===== src/rtl/dpd_train_ctrl.sv =====
// DPD training sequencer: generator start, loop-delay wait, feedback capture window,
// estimator handshake, repeated per iteration. Optional ack timeout: DPD_TRAIN_TIMEOUT_EN.
module dpd_train_ctrl #(
    parameter int SIG_LEN = 1024,
    parameter int GEN_LAT = 4,
    parameter int DLY_W   = 8,
    parameter int ITER_W  = 4,
    parameter int TO_CYC  = 65535
) (
    input  logic                       clk,
    input  logic                       reset,
    input  logic                       go,
    input  logic                       abort,
    input  logic [ITER_W-1:0]          iter_num,
    input  logic [DLY_W-1:0]           loop_delay,
    output logic                       tx_start,
    output logic                       cap_en,
    output logic [$clog2(SIG_LEN)-1:0] cap_addr,
    output logic                       est_req,
    input  logic                       est_ack,
    output logic [ITER_W-1:0]          iter_cnt,
    output logic                       busy,
    output logic                       done,
    output logic                       err
);

    localparam int AW = $clog2(SIG_LEN);
    localparam int CW = DLY_W + 1;

    typedef enum logic [2:0] {
        S_IDLE  = 3'd0,
        S_START = 3'd1,
        S_WAIT  = 3'd2,
        S_CAPT  = 3'd3,
        S_EST   = 3'd4,
        S_DONE  = 3'd5
    } state_t;

    state_t            state_r;
    state_t            state_nx;
    logic [CW-1:0]     wait_r;
    logic [CW-1:0]     wait_nx;
    logic [AW-1:0]     cap_addr_r;
    logic [AW-1:0]     cap_addr_nx;
    logic [ITER_W-1:0] iter_cnt_r;
    logic [ITER_W-1:0] iter_cnt_nx;
    logic [ITER_W-1:0] iter_lat_r;
    logic [DLY_W-1:0]  dly_lat_r;
    logic              tx_start_r;
    logic              cap_en_r;
    logic              est_req_r;
    logic              busy_r;
    logic              done_r;
    logic              go_acc_s;
    logic [CW-1:0]     lat_sum_s;
    logic [ITER_W-1:0] iter_last_s;

`ifdef DPD_TRAIN_TIMEOUT_EN
    localparam logic [15:0] TO_LAST = 16'(TO_CYC - 1);
    logic [15:0] to_r;
    logic        to_fire_s;
    logic        err_r;
`endif

    assign go_acc_s    = (state_r == S_IDLE) && go;
    assign lat_sum_s   = CW'(GEN_LAT) + {1'b0, dly_lat_r};
    // A zero iteration count runs a single iteration.
    assign iter_last_s = (iter_lat_r == {ITER_W{1'b0}}) ? {ITER_W{1'b0}} : (iter_lat_r - {{(ITER_W-1){1'b0}}, 1'b1});

    // Next-state and next-counter logic; abort overrides everything outside IDLE.
    always_comb begin
        state_nx    = state_r;
        wait_nx     = wait_r;
        cap_addr_nx = {AW{1'b0}};
        iter_cnt_nx = iter_cnt_r;
`ifdef DPD_TRAIN_TIMEOUT_EN
        to_fire_s   = 1'b0;
`endif
        case (state_r)
            S_IDLE: begin
                if (go) begin
                    state_nx = S_START;
                end else begin
                    state_nx = S_IDLE;
                end
            end
            S_START: begin
                wait_nx = lat_sum_s - CW'(1);
                if (lat_sum_s <= CW'(1)) begin
                    state_nx = S_CAPT;
                end else begin
                    state_nx = S_WAIT;
                end
            end
            S_WAIT: begin
                wait_nx = wait_r - CW'(1);
                if (wait_r <= CW'(1)) begin
                    state_nx = S_CAPT;
                end else begin
                    state_nx = S_WAIT;
                end
            end
            S_CAPT: begin
                if (cap_addr_r == AW'(SIG_LEN - 1)) begin
                    state_nx = S_EST;
                end else begin
                    cap_addr_nx = cap_addr_r + AW'(1);
                    state_nx    = S_CAPT;
                end
            end
            S_EST: begin
                if (est_ack) begin
                    if (iter_cnt_r == iter_last_s) begin
                        state_nx = S_DONE;
                    end else begin
                        iter_cnt_nx = iter_cnt_r + ITER_W'(1);
                        state_nx    = S_START;
                    end
                end
`ifdef DPD_TRAIN_TIMEOUT_EN
                else if (to_r == TO_LAST) begin
                    to_fire_s = 1'b1;
                    state_nx  = S_IDLE;
                end
`endif
                else begin
                    state_nx = S_EST;
                end
            end
            S_DONE: begin
                state_nx = S_IDLE;
            end
            default: begin
                state_nx = S_IDLE;
            end
        endcase

        if (abort && (state_r != S_IDLE)) begin
            state_nx    = S_IDLE;
            wait_nx     = {CW{1'b0}};
            cap_addr_nx = {AW{1'b0}};
`ifdef DPD_TRAIN_TIMEOUT_EN
            to_fire_s   = 1'b0;
`endif
        end else begin
            state_nx = state_nx;
        end

        if ((state_nx == S_IDLE) || (state_nx == S_DONE)) begin
            iter_cnt_nx = {ITER_W{1'b0}};
        end else begin
            iter_cnt_nx = iter_cnt_nx;
        end
    end

    // State, counters, run parameters and registered outputs decoded from next state.
    always_ff @(posedge clk) begin
        if (reset) begin
            state_r    <= S_IDLE;
            wait_r     <= {CW{1'b0}};
            cap_addr_r <= {AW{1'b0}};
            iter_cnt_r <= {ITER_W{1'b0}};
            iter_lat_r <= {ITER_W{1'b0}};
            dly_lat_r  <= {DLY_W{1'b0}};
            tx_start_r <= 1'b0;
            cap_en_r   <= 1'b0;
            est_req_r  <= 1'b0;
            busy_r     <= 1'b0;
            done_r     <= 1'b0;
        end else begin
            state_r    <= state_nx;
            wait_r     <= wait_nx;
            cap_addr_r <= cap_addr_nx;
            iter_cnt_r <= iter_cnt_nx;
            iter_lat_r <= go_acc_s ? iter_num : iter_lat_r;
            dly_lat_r  <= go_acc_s ? loop_delay : dly_lat_r;
            tx_start_r <= (state_nx == S_START);
            cap_en_r   <= (state_nx == S_CAPT);
            est_req_r  <= (state_nx == S_EST);
            busy_r     <= (state_nx != S_IDLE);
            done_r     <= (state_nx == S_DONE);
        end
    end

`ifdef DPD_TRAIN_TIMEOUT_EN
    // Estimator timeout counter and sticky error, cleared by the next accepted go.
    always_ff @(posedge clk) begin
        if (reset) begin
            to_r  <= 16'd0;
            err_r <= 1'b0;
        end else begin
            to_r <= ((state_r == S_EST) && (state_nx == S_EST)) ? (to_r + 16'd1) : 16'd0;
            if (go_acc_s) begin
                err_r <= 1'b0;
            end else if (to_fire_s) begin
                err_r <= 1'b1;
            end else begin
                err_r <= err_r;
            end
        end
    end
    assign err = err_r;
`else
    assign err = 1'b0;
`endif

    assign tx_start = tx_start_r;
    assign cap_en   = cap_en_r;
    assign cap_addr = cap_addr_r;
    assign est_req  = est_req_r;
    assign iter_cnt = iter_cnt_r;
    assign busy     = busy_r;
    assign done     = done_r;

endmodule


===== config.mk =====
export PLATFORM = sky130hd
export DESIGN_NAME = dpd_train_ctrl
export DESIGN_NICKNAME = d
export VERILOG_FILES = /design/src/rtl/dpd_train_ctrl.sv
export SDC_FILE = /design/constraint.sdc
export NUM_CORES = 1
export LEC_CHECK = 0
export ABC_CLOCK_PERIOD_IN_PS = 3000
export BUFFER_PORTS_ARGS = -buffer_cell sky130_fd_sc_hd__buf_2
export CORE_AREA = 2 2 69 71
export CTS_BUF_LIST = sky130_fd_sc_hd__clkbuf_8
export CTS_CLUSTER_SIZE = 30
export DETAILED_ROUTE_END_ITERATION = 7
export DIE_AREA = 0 0 71 73
export PLACE_DENSITY = 0.76
export SYNTH_ARGS = -nofsm -noshare
export SYNTH_HDL_FRONTEND = slang
export SYNTH_SLANG_ARGS = --single-unit

===== constraint.sdc =====
create_clock -name clk -period 3 [get_ports clk]
set_clock_uncertainty 0.15 [all_clocks]
set_input_delay 0.15 -clock clk [delete_from_list [all_inputs] [get_ports clk]]
set_output_delay 0.15 -clock clk [all_outputs]
set_load 0.02 [all_outputs]

==> run metrics <==
status completed; CTS Sinks 43; final WL 5000 um; Cell Rows 25; largest net degree at the start of global routing 16; worst hold path class in -> reg; RSZ-0062 raised after global routing false; Setup crit end kind flop; count of input and output buffers 35; multi-input logic area 1410 sq um; hold violation count in the final report 0; Ports 37; commonest cells after routing, fill and taps aside nand2_1 (44), dfxtp_1 (43), buf_2 (35), nor2_1 (31), a21oi_1 (27); clock latency on the worst-skew pair 0.30 ns; post-synthesis cell type count 56; Max Transition Viols Final 0; Pre-Repair DR Iteration Count 4; total power divided by cell area 748 nW/um^2; core area 4540 sq um; CTS tree built; post-route cell area 2770 sq um; CTS Buffer Depth 2; Synth Instances 297; GRT Util Overall 20.1%; Placer Congestion 0.823; commonest non-fill, non-tap cell in the layout nand2_1; top post-synthesis cells by area dfxtp_1 (36%), nand2_1 (7.0%), a21oi_1 (5.7%); Num CTS Buffers 5; total negative slack 0 ns; peak supply drop 0.337 mV; Worst path top cell family by delay simple AND/OR/NAND/NOR gates; register area 861 sq um; # Post-CTS Setup Buffers 0; initial DRC count 115; gr ovfl total 0; post-synthesis cell area 2370 sq um; leakage 1.08 nW; CP startpoint kind flop; main flop type after synthesis dfxtp_1; Synth warnings 0; Crit path required time 3.09 ns; number of fill cells in the layout 389; Die ar. 5180 sq um; antenna-violating nets left 0; H-tree levels 2; Post-synth ARST share 0%; Crit Path Class reg -> reg; worst-path cell chain ha_1 > nor4b_1 > a32o_1 > o2111ai_1 > and3b_1 > or2_2 > nor2_1; register bit total from synthesis 43; Post-DP HPWL 3620 um; vias in the first global route 1953; number of hold-repair buffers added at the cts stage 12; Worst-Margin Slew 0.614 ns; Worst Path Arrival 2.50 ns; Slew headroom 58.9%; Synthesized Nets 321; final setup vio count 0; Antenna diodes 0; cell taking the most area after synthesis dfxtp_1; Starting Density 52.3%; Seq/Total Area, Yosys 36.3%; Placed Area 2560 sq um; total of max-cap violations 0; DR WL/cell 12.6 um; CP bufs+invs 0; Synth Area per Inst 7.99 sq um; crit-path max FO 8; Final Util 61.1%; Layout area overhead 16.8%; Final period util 80.4%; first-pass GRT wire length 8420 um; Worst path max stage delay 0.47 ns; total number of vias 2185; Post-synth EDFFs 0; Die Y 73 um; Worst-path clk slew 0.09 ns; die boundary width 71 um; nets@finish 365; Period minus WS final 2.41 ns; area share of the largest cell type after synthesis 36.3%; Hold Worst Slack 0.0483 ns; # resized after CTS 0; Peak Freq 414 MHz; layout cells sized above 1 16.4%; critical-path cell with the highest stage delay dfxtp_1; CTS root buffer clkbuf_8; initial antenna violation count 0; # DRC 0; Vias per Instance 5.52
==> kinds of logic (layout without fill, tap and decap cells) <==
logic type | Yosys count | count (layout) | share of synthesized area, %
AND/OR/NAND/NOR | 131 | 131 | 27.5
buffers and inverters | 22 | 67 | 4.48
AO/OA/AOI/OAI | 71 | 71 | 19.6
XOR/XNOR | 19 | 19 | 7.01
multiplexers | 2 | 2 | 0.843
other | 1 | 1 | 0.158
flip-flops | 43 | 43 | 36.3
adder cells (fa/ha/maj) | 8 | 8 | 4.16
==> final timing paths <==
kind | start | endpoint | slack, ns | cells after the start
hold reg to reg | dly_lat_r[1] | dly_lat_r[1] | 0.33 | 2
hold / removal | reset | iter_lat_r[0] | 0.05 | 2
setup / recovery | dly_lat_r[2] | cap_en | 0.59 | 7
setup reg to reg | dly_lat_r[2] | cap_en | 0.59 | 7
==> cell usage after synthesis, drive strengths merged (2+ instances only) <==
master,count
nor3b,3
nor2b,3
xor2,9
o211ai,2
inv,11
nor4,2
a31oi,2
o22ai,5
nand2,44
nor2,31
buf,5
nor3,7
o31ai,3
nand2b,2
and3b,2
nand4,4
and2,2
nand3,11
clkbuf,6
and3,4
a21oi,28
o2111ai,3
o21ai,13
xnor2,10
or2,3
mux2i,2
or3b,2
or3,5
or4,2
a211oi,5
o22a,2
dfxtp,43
ha,7
==> through the flow <==
stage	power, W	setup WS [ns]	instances
after floorplan	0.00152	0.879	297
after global placement	0.00167	0.698	376
after detailed placement	0.00169	0.656	376
after CTS	0.00209	0.616	396
after global routing	0.00224	0.352	396
final	0.00207	0.587	396
==> worst register-to-register path, cell delays in order, from the launching register on <==
cell and delay (ns):
dfxtp_1 0.47, ha_1 0.29, nor4b_1 0.43, a32o_1 0.21, o2111ai_1 0.14, and3b_1 0.25, or2_2 0.31, nor2_1 0.11
==> final cells by class <==
class                           count  share of cell area (%)
Multi-Input combinational cell    232                    50.7
Sequential cell                    43                    31.1
Timing Repair Buffer               48                    10.9
Clock buffer                        5                    2.48
Tap cell                           54                    2.44
Inverter                           11                    1.49
Clock inverter                      3                   0.858
==> power breakdown <==
group / switching (W) / internal, W / total [W]
registers: 0.000131 / 0.000671 / 0.000802
clock network: 0.000213 / 0.000166 / 0.000380
logic: 0.000530 / 0.000362 / 0.000892
total: 0.000874 / 0.00120 / 0.00207
==> sequential cells by signal, summed over array words and instances, names as in the netlist, 3 cells and up <==
| register | cells |
|---|---|
| wait_r | 9 |
| dly_lat_r | 8 |
| iter_lat_r | 4 |
| iter_cnt | 4 |
| cap_addr | 10 |
| state_r | 3 |
==> routing by layer <==
metal,vias to the layer above,GRT usage (%),routed length [um]
met2,49,34.1,2400
li1,1137,-,-
met4,0,9.64,126
met1,987,24.0,2320
met3,12,4.70,156
met5,-,0,0
Note: power is estimated with default switching activity, not from simulation.
